==> config.mk <==
export PLATFORM = sky130hd
export DESIGN_NAME = me_mv_collector
export DESIGN_NICKNAME = d
export VERILOG_FILES = /design/src/rtl/me_pkg.sv /design/src/rtl/me_sync_fifo.sv /design/src/rtl/me_mv_collector.sv
export SDC_FILE = /design/constraint.sdc
export NUM_CORES = 1
export LEC_CHECK = 0
export BUFFER_PORTS_ARGS = -buffer_cell sky130_fd_sc_hd__buf_2
export CAP_MARGIN = 20
export CORE_UTILIZATION = 30
export DETAILED_ROUTE_END_ITERATION = 16
export SLEW_MARGIN = 5
export SYNTH_ARGS = -nofsm -noshare
export SYNTH_HDL_FRONTEND = slang
export SYNTH_SLANG_ARGS = --single-unit
==> constraint.sdc <==
create_clock -name clk -period 3.2 [get_ports clk]
set_input_delay 0.8 -clock clk [delete_from_list [all_inputs] [get_ports clk]]
set_output_delay 0.8 -clock clk [all_outputs]
set_load 0.01 [all_outputs]
==> src/rtl/me_pkg.sv <==
// Shared types and helpers for the motion-estimation result path.
// Holds the result-entry layout and the search-position to MV conversion.
package me_pkg;

    localparam int SAD_W     = 14;
    localparam int POS_W     = 5;
    localparam int MV_W      = 6;
    localparam int IDX_MAX_W = 16;

    typedef struct packed {
        logic [MV_W-1:0]      mv_x;
        logic [MV_W-1:0]      mv_y;
        logic [SAD_W-1:0]     sad;
        logic                 skip;
        logic [IDX_MAX_W-1:0] blk_idx;
        logic                 last;
    } mv_entry_t;

    // Zero-extend the window position and subtract the centre in MV_W bits.
    function automatic logic [MV_W-1:0] pos_to_mv(
        input logic [POS_W-1:0] pos,
        input int unsigned      center
    );
        logic [MV_W-1:0] c;
        c = center[MV_W-1:0];
        return {1'b0, pos} - c;
    endfunction

endpackage

==> src/rtl/me_sync_fifo.sv <==
// Synchronous FIFO with registered first-word-fall-through output.
// A push into a full FIFO is accepted only when a pop frees a slot.
module me_sync_fifo #(
    parameter int WIDTH = 8,
    parameter int DEPTH = 4,
    localparam int PW = $clog2(DEPTH),
    localparam int CW = $clog2(DEPTH + 1)
) (
    input  logic             clk,
    input  logic             rst,
    input  logic             push_i,
    input  logic             pop_i,
    input  logic [WIDTH-1:0] din_i,
    output logic [WIDTH-1:0] dout_o,
    output logic             full_o,
    output logic             empty_o,
    output logic [CW-1:0]    count_o
);

    logic [WIDTH-1:0] mem_q [DEPTH];
    logic [PW-1:0]    wptr_q, rptr_q;
    logic [CW-1:0]    count_q, count_d;
    logic             push_en, pop_en;

    assign full_o  = (count_q == CW'(DEPTH));
    assign empty_o = (count_q == '0);
    assign pop_en  = pop_i && !empty_o;
    assign push_en = push_i && (!full_o || pop_en);
    assign dout_o  = mem_q[rptr_q];
    assign count_o = count_q;

    always_comb begin
        count_d = count_q;
        unique case ({push_en, pop_en})
            2'b10:   count_d = count_q + 1'b1;
            2'b01:   count_d = count_q - 1'b1;
            default: count_d = count_q;
        endcase
    end

    always_ff @(posedge clk) begin
        if (rst) begin
            wptr_q  <= '0;
            rptr_q  <= '0;
            count_q <= '0;
            for (int i = 0; i < DEPTH; i++) mem_q[i] <= '0;
        end else begin
            count_q <= count_d;
            if (push_en) begin
                mem_q[wptr_q] <= din_i;
                wptr_q        <= wptr_q + 1'b1;
            end
            if (pop_en) rptr_q <= rptr_q + 1'b1;
        end
    end

endmodule

==> src/rtl/me_mv_collector.sv <==
// Converts ME per-block results into tagged motion vectors and buffers
// them for a backpressured consumer; drops and flags on overflow.
module me_mv_collector
    import me_pkg::*;
#(
    parameter int DEPTH            = 4,
    parameter int SEARCH_CENTER    = 8,
    parameter int SKIP_THRESH      = 64,
    parameter int BLOCKS_PER_FRAME = 16,
    parameter int IDX_W            = 8,
    localparam int CW = $clog2(DEPTH + 1)
) (
    input  logic             clk,
    input  logic             rst,
    input  logic             data_valid_i,
    input  logic [SAD_W-1:0] MSAD_i,
    input  logic [POS_W-1:0] MSAD_row_i,
    input  logic [POS_W-1:0] MSAD_column_i,
    output logic             mv_valid_o,
    input  logic             mv_ready_i,
    output logic [MV_W-1:0]  mv_x_o,
    output logic [MV_W-1:0]  mv_y_o,
    output logic [SAD_W-1:0] mv_sad_o,
    output logic             mv_skip_o,
    output logic [IDX_W-1:0] mv_blk_idx_o,
    output logic             mv_last_o,
    output logic [CW-1:0]    fifo_count_o,
    output logic             overflow_o
);

    mv_entry_t        in_e, out_e;
    logic [IDX_W-1:0] blk_q, blk_d;
    logic             overflow_q, overflow_d;
    logic             is_last, full, empty;

    assign is_last = (blk_q == IDX_W'(BLOCKS_PER_FRAME - 1));

    always_comb begin
        in_e         = '0;
        in_e.mv_x    = pos_to_mv(MSAD_column_i, SEARCH_CENTER);
        in_e.mv_y    = pos_to_mv(MSAD_row_i, SEARCH_CENTER);
        in_e.sad     = MSAD_i;
        in_e.skip    = ({1'b0, MSAD_i} < (SAD_W + 1)'(SKIP_THRESH));
        in_e.blk_idx = IDX_MAX_W'(blk_q);
        in_e.last    = is_last;
    end

    // The index advances on every result, stored or dropped.
    always_comb begin
        blk_d      = blk_q;
        overflow_d = overflow_q;
        if (data_valid_i) begin
            blk_d = is_last ? '0 : blk_q + 1'b1;
            if (full && !mv_ready_i) overflow_d = 1'b1;
        end
    end

    always_ff @(posedge clk) begin
        if (rst) begin
            blk_q      <= '0;
            overflow_q <= 1'b0;
        end else begin
            blk_q      <= blk_d;
            overflow_q <= overflow_d;
        end
    end

    me_sync_fifo #(
        .WIDTH ($bits(mv_entry_t)),
        .DEPTH (DEPTH)
    ) u_fifo (
        .clk     (clk),
        .rst     (rst),
        .push_i  (data_valid_i),
        .pop_i   (mv_ready_i),
        .din_i   (in_e),
        .dout_o  (out_e),
        .full_o  (full),
        .empty_o (empty),
        .count_o (fifo_count_o)
    );

    assign mv_valid_o   = !empty;
    assign mv_x_o       = out_e.mv_x;
    assign mv_y_o       = out_e.mv_y;
    assign mv_sad_o     = out_e.sad;
    assign mv_skip_o    = out_e.skip;
    assign mv_blk_idx_o = out_e.blk_idx[IDX_W-1:0];
    assign mv_last_o    = out_e.last;
    assign overflow_o   = overflow_q;

endmodule

==> metrics.md, run 1 <==
| Metric | Value |
|---|---|
| TritonCTS clock tree | `done` |
| Tcrit/Tclk final | `82.9%` |
| Post-CTS setup buffer count | `0` |
| Most common cell after layout, fill and taps aside | `edfxtp_1` |
| Initial Util | `30.9%` |
| Complex-gate fraction of the synthesized area | `1.65%` |
| Kind of critical path | `flop to primary output` |
| Total Routed Length | `15.4 mm` |
| First-pass GRT wire length | `23.6 mm` |
| Met3 GRT Util | `3.37%` |
| Die height | `155 µm` |
| Clock Power Share | `38.0%` |
| Synth cell types | `32` |
| Pre-antenna DRT Iters | `4` |
| Syn_nets | `494` |
| Total CTS buffers | `17` |
| Outcome | `complete, no violations` |
| Clock Tree Root | `clkbuf_16` |
| Share of layout cells above drive strength 1 | `28.6%` |
| Max Root-Sink Buffers | `2` |
| Tot Pwr | `0.00581 W` |
| Highest net fanout along the worst path | `36` |
| Vias in the first global route | `4,192` |
| Worst VDD drop | `0.000429 V` |
| Mean area per synthesized cell | `15.3 µm²` |
| Primary FF master, synth | `edfxtp_1` |
| DR DRC count | `0` |
| Most frequent cells in the layout | `edfxtp_1 (144), and2_1 (120), buf_2 (68)` |
| Hold_buf cts | `0` |
| H-tree levels | `4` |
| Final Skew | `0.00760 ns` |
| Synthesized instance count | `461` |
| # diodes | `0` |
| Slew Limit Fails | `0` |
| Critical path arrival | `1.85 ns` |
| Cell area power density | `691 nW/µm²` |
| Die W | `155 µm` |
| GPL Wtd Cong | `0.709` |
| Largest family of logic cells by synthesized area | `simple AND/OR/NAND/NOR gates` |
| Worst endpoint required time | `2.40 ns` |
| Setup TNS | `0 ns` |
| Initial antenna violation count | `0` |
| Int Pwr | `0.00434 W` |
| Startpoint types | `flop` |
| Class of the worst hold path | `flop to flop` |
| Vias per Instance | `4.66` |
| Sw Pwr | `0.00146 W` |
| Seq pwr share | `44.0%` |
| Die area | `24,100 µm²` |
| Initial drt markers | `248` |
| GRT Max-Usage Layer | `met2` |
| Least-Margin Pin Slew | `0.981 ns` |
| I/O pin total | `69` |
| Register area share after synthesis | `66.4%` |
| Nets | `563` |
| Logic gate share of total power | `17.9%` |
| Area grow syn2layout | `19.1%` |
| Asr flop ratio synth | `0%` |
| Via count | `3,981` |
| Top post-synthesis cells by area | `edfxtp_1 (61%), mux4_2 (11%), and2_1 (11%)` |
| Avg WL per Cell | `18.1 µm` |
| Synthesis warning total | `0` |
| Leakage | `3.12 nW` |
| Worst-path clk slew | `0.06 ns` |
| Post-synthesis xor/xnor area fraction | `0.869%` |
| CTS resizes | `0` |
| Register bit count reported by yosys | `162` |
| PortBufs | `68` |
| Final hold violations | `0` |
| Setup crit end kind | `primary output` |
| Achievable frequency | `0.377 GHz` |
| Core Area | `22,800 µm²` |
| Sink Count | `162` |
| Simple-Gate Fraction of Synth Area | `15.8%` |
| Final count of negative-setup-slack endpoints | `0` |
| Later-pin clock latency in the skew report | `0.42 ns` |
| Worst rel slew slack | `34.6%` |
| Post-DP HPWL | `9.16 mm` |
| Synth top area share | `61.3%` |
| Post-DRT Antenna Nets | `0` |
| Multiplexer area fraction after synthesis | `11.6%` |
| Grt total ovfl | `0` |
| All-layer global routing usage | `13.4%` |
| Max-cap violations | `0` |
| Post-Synth Adder-Cell Area | `0.993%` |
| Grt met1 use | `16.0%` |
| Largest net degree at the start of global routing | `37` |
| Fin crit period | `2.65 ns` |
| Area leader, netlist | `edfxtp_1` |
| Synthesized area | `7060 µm²` |
| RSZ-0062 raised after global routing | `no` |
| # rows | `55` |
| Met2 Track Usage GR | `23.7%` |
| Sw frac | `25.2%` |
| Number of flops mapped to enable cells by yosys | `144` |
[kinds of logic (layout without fill, tap and decap cells)]
| kind of cell | after synthesis | after routing |
|---|---|---|
| compound gates | 20 | 20 |
| xor+xnor | 7 | 7 |
| buf+inv | 37 | 118 |
| fa+ha+maj | 5 | 5 |
| flops | 162 | 162 |
| simple gates | 193 | 193 |
| mux | 37 | 37 |
[per-layer routing]
metal / wire length, µm / part of all wire, %
met4: 153 / 0.99
met5: 0 / 0
met1: 6580 / 43
met2: 8090 / 52
met3: 610 / 4.0
[cells in the mapped netlist (2+ instances only)]
cell type    n
a21oi_1      9
o21ai_0      7
edfxtp_1   144
xor2_1       6
buf_2        6
clkbuf_1    16
nor4_1       4
or3_1        7
buf_6        6
nand2_1     11
ha_1         4
or4_1        2
and4_4       2
inv_1        9
nor2_1      35
nor3_1       2
dfxtp_1     18
mux4_2      36
and2_1     120
nand4_1      5
[layout make-up]
| cell class | count | area, µm² |
|---|---|---|
| fillers | 2184 | 14400 |
| flip-flops and latches | 162 | 4690 |
| inverters | 9 | 33.8 |
| multi-input cells | 262 | 2200 |
| well taps | 313 | 392 |
| clock buffers | 17 | 425 |
| repair buffers | 78 | 453 |
| clock inverters | 14 | 211 |
[metrics by stage]
stage	hold WS, ns	area [µm²]	std cells	worst slack [ns]	util [%]
2_1_floorplan	0.485	7060	461	0.431	-
3_3_place_gp	0.461	7770	824	0.296	34.0
3_5_place_dp	0.459	7770	824	0.172	34.0
4_1_cts	0.476	8400	855	0.510	36.8
5_1_grt	0.524	8400	855	0.466	36.8
6_report	0.477	8400	855	0.548	36.8
[power groups by stage]
stage	logic [W]	registers (W)	clock network [W]
5_1_grt	0.00113	0.00258	0.00233
3_5_place_dp	0.00107	0.00260	0
6_report	0.00104	0.00256	0.00221
2_1_floorplan	0.000694	0.00257	0
4_1_cts	0.00107	0.00256	0.00224
3_3_place_gp	0.00105	0.00259	0
[final timing paths]
| check | endpoint | startpoint | slack (ns) | cells after the start |
|---|---|---|---|---|
| hold / removal | overflow_o | overflow_o | 0.48 | 2 |
| setup reg to reg | u_fifo.count_o[2] | u_fifo.count_o[0] | 0.63 | 8 |
| hold reg to reg | overflow_o | overflow_o | 0.48 | 2 |
| setup / recovery | mv_blk_idx_o[0] | flop | 0.55 | 3 |
[registers in the layout (all words and copies together) (netlist names), named ones only]
register	flops
u_fifo.count_o	3
overflow_o	1
u_fifo.rptr_q	2
u_fifo.wptr_q	2
u_fifo.mem_q	144
blk_q	8
[worst max-delay path, cell delays in order, from the launching register on]
cell     delay [ns]
dfxtp_2        0.34
buf_12         0.29
mux4_2         0.61
buf_2          0.17
Note: power is estimated with default switching activity, not from simulation.
==> inputs of run 2 (changes only) <==
==> constraint.sdc (replaced) <==
create_clock -name clk -period 2.46 [get_ports clk]
set_input_delay 0.615 -clock clk [delete_from_list [all_inputs] [get_ports clk]]
set_output_delay 0.615 -clock clk [all_outputs]
set_load 0.01 [all_outputs]
==> run 2 against run 1 <==
Net effect:
- total power rose by 29%
- final cell count increased by 1.2%
- first-iteration DRC count grew 1.6%
- sequential share of layout area fell by 1.0 points
- cell area grew 2.0%
- clock power is 17% higher
- critical path depth did not move
- utilization is 0.72 points higher
- critical endpoint is now mv_y_o[3]
- highest routed layer unchanged
==> metrics.md, run 2 (synthesis results as in run 1) <==
| Metric | Value |
|---|---|
| Outcome | `complete, no violations` |
| DRT met1 WL | `6.31 mm` |
| Util after Layout | `37.5%` |
| Final count of negative-setup-slack endpoints | `0` |
| Least-Margin Pin Slew | `0.660 ns` |
| Critical path arrival | `1.77 ns` |
| Grt total ovfl | `0` |
| Post-CTS setup buffer count | `0` |
| TritonCTS clock tree | `done` |
| Max FFs per register | `144` |
| All-layer global routing usage | `13.6%` |
| Final Skew | `0.0119 ns` |
| Seq pwr share | `44.3%` |
| Cell area power density | `874 nW/µm²` |
| Pre-antenna DRT Iters | `5` |
| DR WL met2 | `8.23 mm` |
| Initial antenna violation count | `0` |
| Dpl cells | `831` |
| Worst rel slew slack | `55.6%` |
| Worst-path clk slew | `0.07 ns` |
| Dpl ws | `-0.0850 ns` |
| Sink Count | `162` |
| Top reg by flops | `u_fifo.mem_q` |
| Setup slack after layout | `0.0738 ns` |
| Most frequent cells in the layout | `edfxtp_1 (144), and2_1 (120), buf_2 (58)` |
| Most common cell after layout, fill and taps aside | `edfxtp_1` |
| Share of layout cells above drive strength 1 | `30.6%` |
| Initial drt markers | `252` |
| Slew Limit Fails | `0` |
| Int Pwr | `0.00538 W` |
| # diodes | `0` |
| GPL Wtd Cong | `0.718` |
| Total CTS buffers | `17` |
| Max Root-Sink Buffers | `2` |
| Worst VDD drop | `0.000456 V` |
| Area grow syn2layout | `21.4%` |
| Initial Util | `30.9%` |
| Final non-filler cell total | `865` |
| Sw Pwr | `0.00210 W` |
| Design Area, Final | `8570 µm²` |
| Via count | `4,054` |
| Fin crit period | `2.39 ns` |
| Clock Tree Root | `clkbuf_16` |
| Post-DRT Antenna Nets | `0` |
| Startpoint types | `flop` |
| Highest net fanout along the worst path | `18` |
| DP Area | `7870 µm²` |
| Tcrit/Tclk final | `97.0%` |
| RSZ-0062 raised after global routing | `yes` |
| First-pass GRT wire length | `24.1 mm` |
| H-tree levels | `4` |
| Avg WL per Cell | `17.8 µm` |
| Later-pin clock latency in the skew report | `0.43 ns` |
| Die W | `155 µm` |
| Class of the worst hold path | `flop to flop` |
| Post-DP HPWL | `8.79 mm` |
| Final hold violations | `0` |
| Worst endpoint required time | `1.85 ns` |
| Largest net degree at the start of global routing | `37` |
| Vias in the first global route | `4,407` |
| Total Routed Length | `15.4 mm` |
| Leakage | `3.18 nW` |
| Die height | `155 µm` |
| Fillers | `2,184` |
| Die area | `24,100 µm²` |
| I/O pin total | `69` |
| Sw frac | `28.1%` |
| Setup crit end kind | `primary output` |
| Vias per Instance | `4.69` |
| Max Used Layer | `met4` |
| Achievable frequency | `0.419 GHz` |
| Max-cap violations | `0` |
| Kind of critical path | `flop to primary output` |
| DR DRC count | `0` |
| # rows | `55` |
| Met3 wire len | `723 µm` |
| Clock Power Share | `34.6%` |
| Core Area | `22,800 µm²` |
| Nets | `572` |
| PortBufs | `68` |
| Logic gate share of total power | `21.1%` |
-- run 2: changes by cell type in the layout (fill, tap and decap cells not counted), sizes merged --
cell      change
inv           +8
buf           +9
bufinv        -5
clkinvlp      -2
-- run 2: worst paths after layout --
path / slack, ns / depth (start not counted) / startpoint / endpoint
setup / recovery: 0.07 / 3 / flop / mv_y_o[3]
hold / removal: 0.47 / 2 / overflow_o / overflow_o
hold reg to reg: 0.47 / 2 / overflow_o / overflow_o
setup reg to reg: 0.19 / 8 / u_fifo.count_o[1] / u_fifo.count_o[2]
-- run 2: layer usage --
metal / GRT usage [%] / vias up
met5: 0 / -
met3: 3.48 / 15
met2: 24.5 / 121
li1: - / 1853
met4: 4.39 / 0
met1: 15.6 / 2065
-- run 2: stage by stage --
stage / power, W / setup TNS, ns / hold slack (ns)
after floorplan: 0.00426 / 0 / 0.485
after global placement: 0.00478 / -0.00855 / 0.450
after detailed placement: 0.00482 / -0.0850 / 0.460
after CTS: 0.00753 / 0 / 0.475
after global routing: 0.00781 / -0.0799 / 0.471
final: 0.00749 / 0 / 0.466
-- run 2: layout make-up --
type                       count  area (µm²)  share of cell area (%)
tap                          313         392                    4.57
clock buffer                  17         425                    4.96
sequential                   162        4690                    54.7
clock inverter                15         156                    1.83
inverter                       9        33.8                   0.394
multi-input combinational    262        2210                    25.8
timing repair buffer          87         661                    7.71
-- run 2: power groups by stage --
stage          sequential [W]  clock (W)  combinational [W]
4_1_cts               0.00332    0.00265            0.00155
6_report              0.00332    0.00259            0.00158
5_1_grt               0.00334    0.00276            0.00171
3_5_place_dp          0.00336          0            0.00146
2_1_floorplan         0.00335          0           0.000914
3_3_place_gp          0.00334          0            0.00145
-- run 2: worst max-delay path, cell delays in order (launching register included) --
cell and delay (ns):
dfxtp_4 0.44, buf_16 0.22, mux4_2 0.54, buf_6 0.14
-- run 2: what timing repair did --
| item | CTS | global route |
|---|---|---|
| resized for setup | 3 | 10 |
| gates cloned | 2 | 0 |
| hold buffers | 0 | 0 |
| endpoints found under the hold margin | 0 | 0 |
| endpoints found under the setup margin | 21 | 11 |
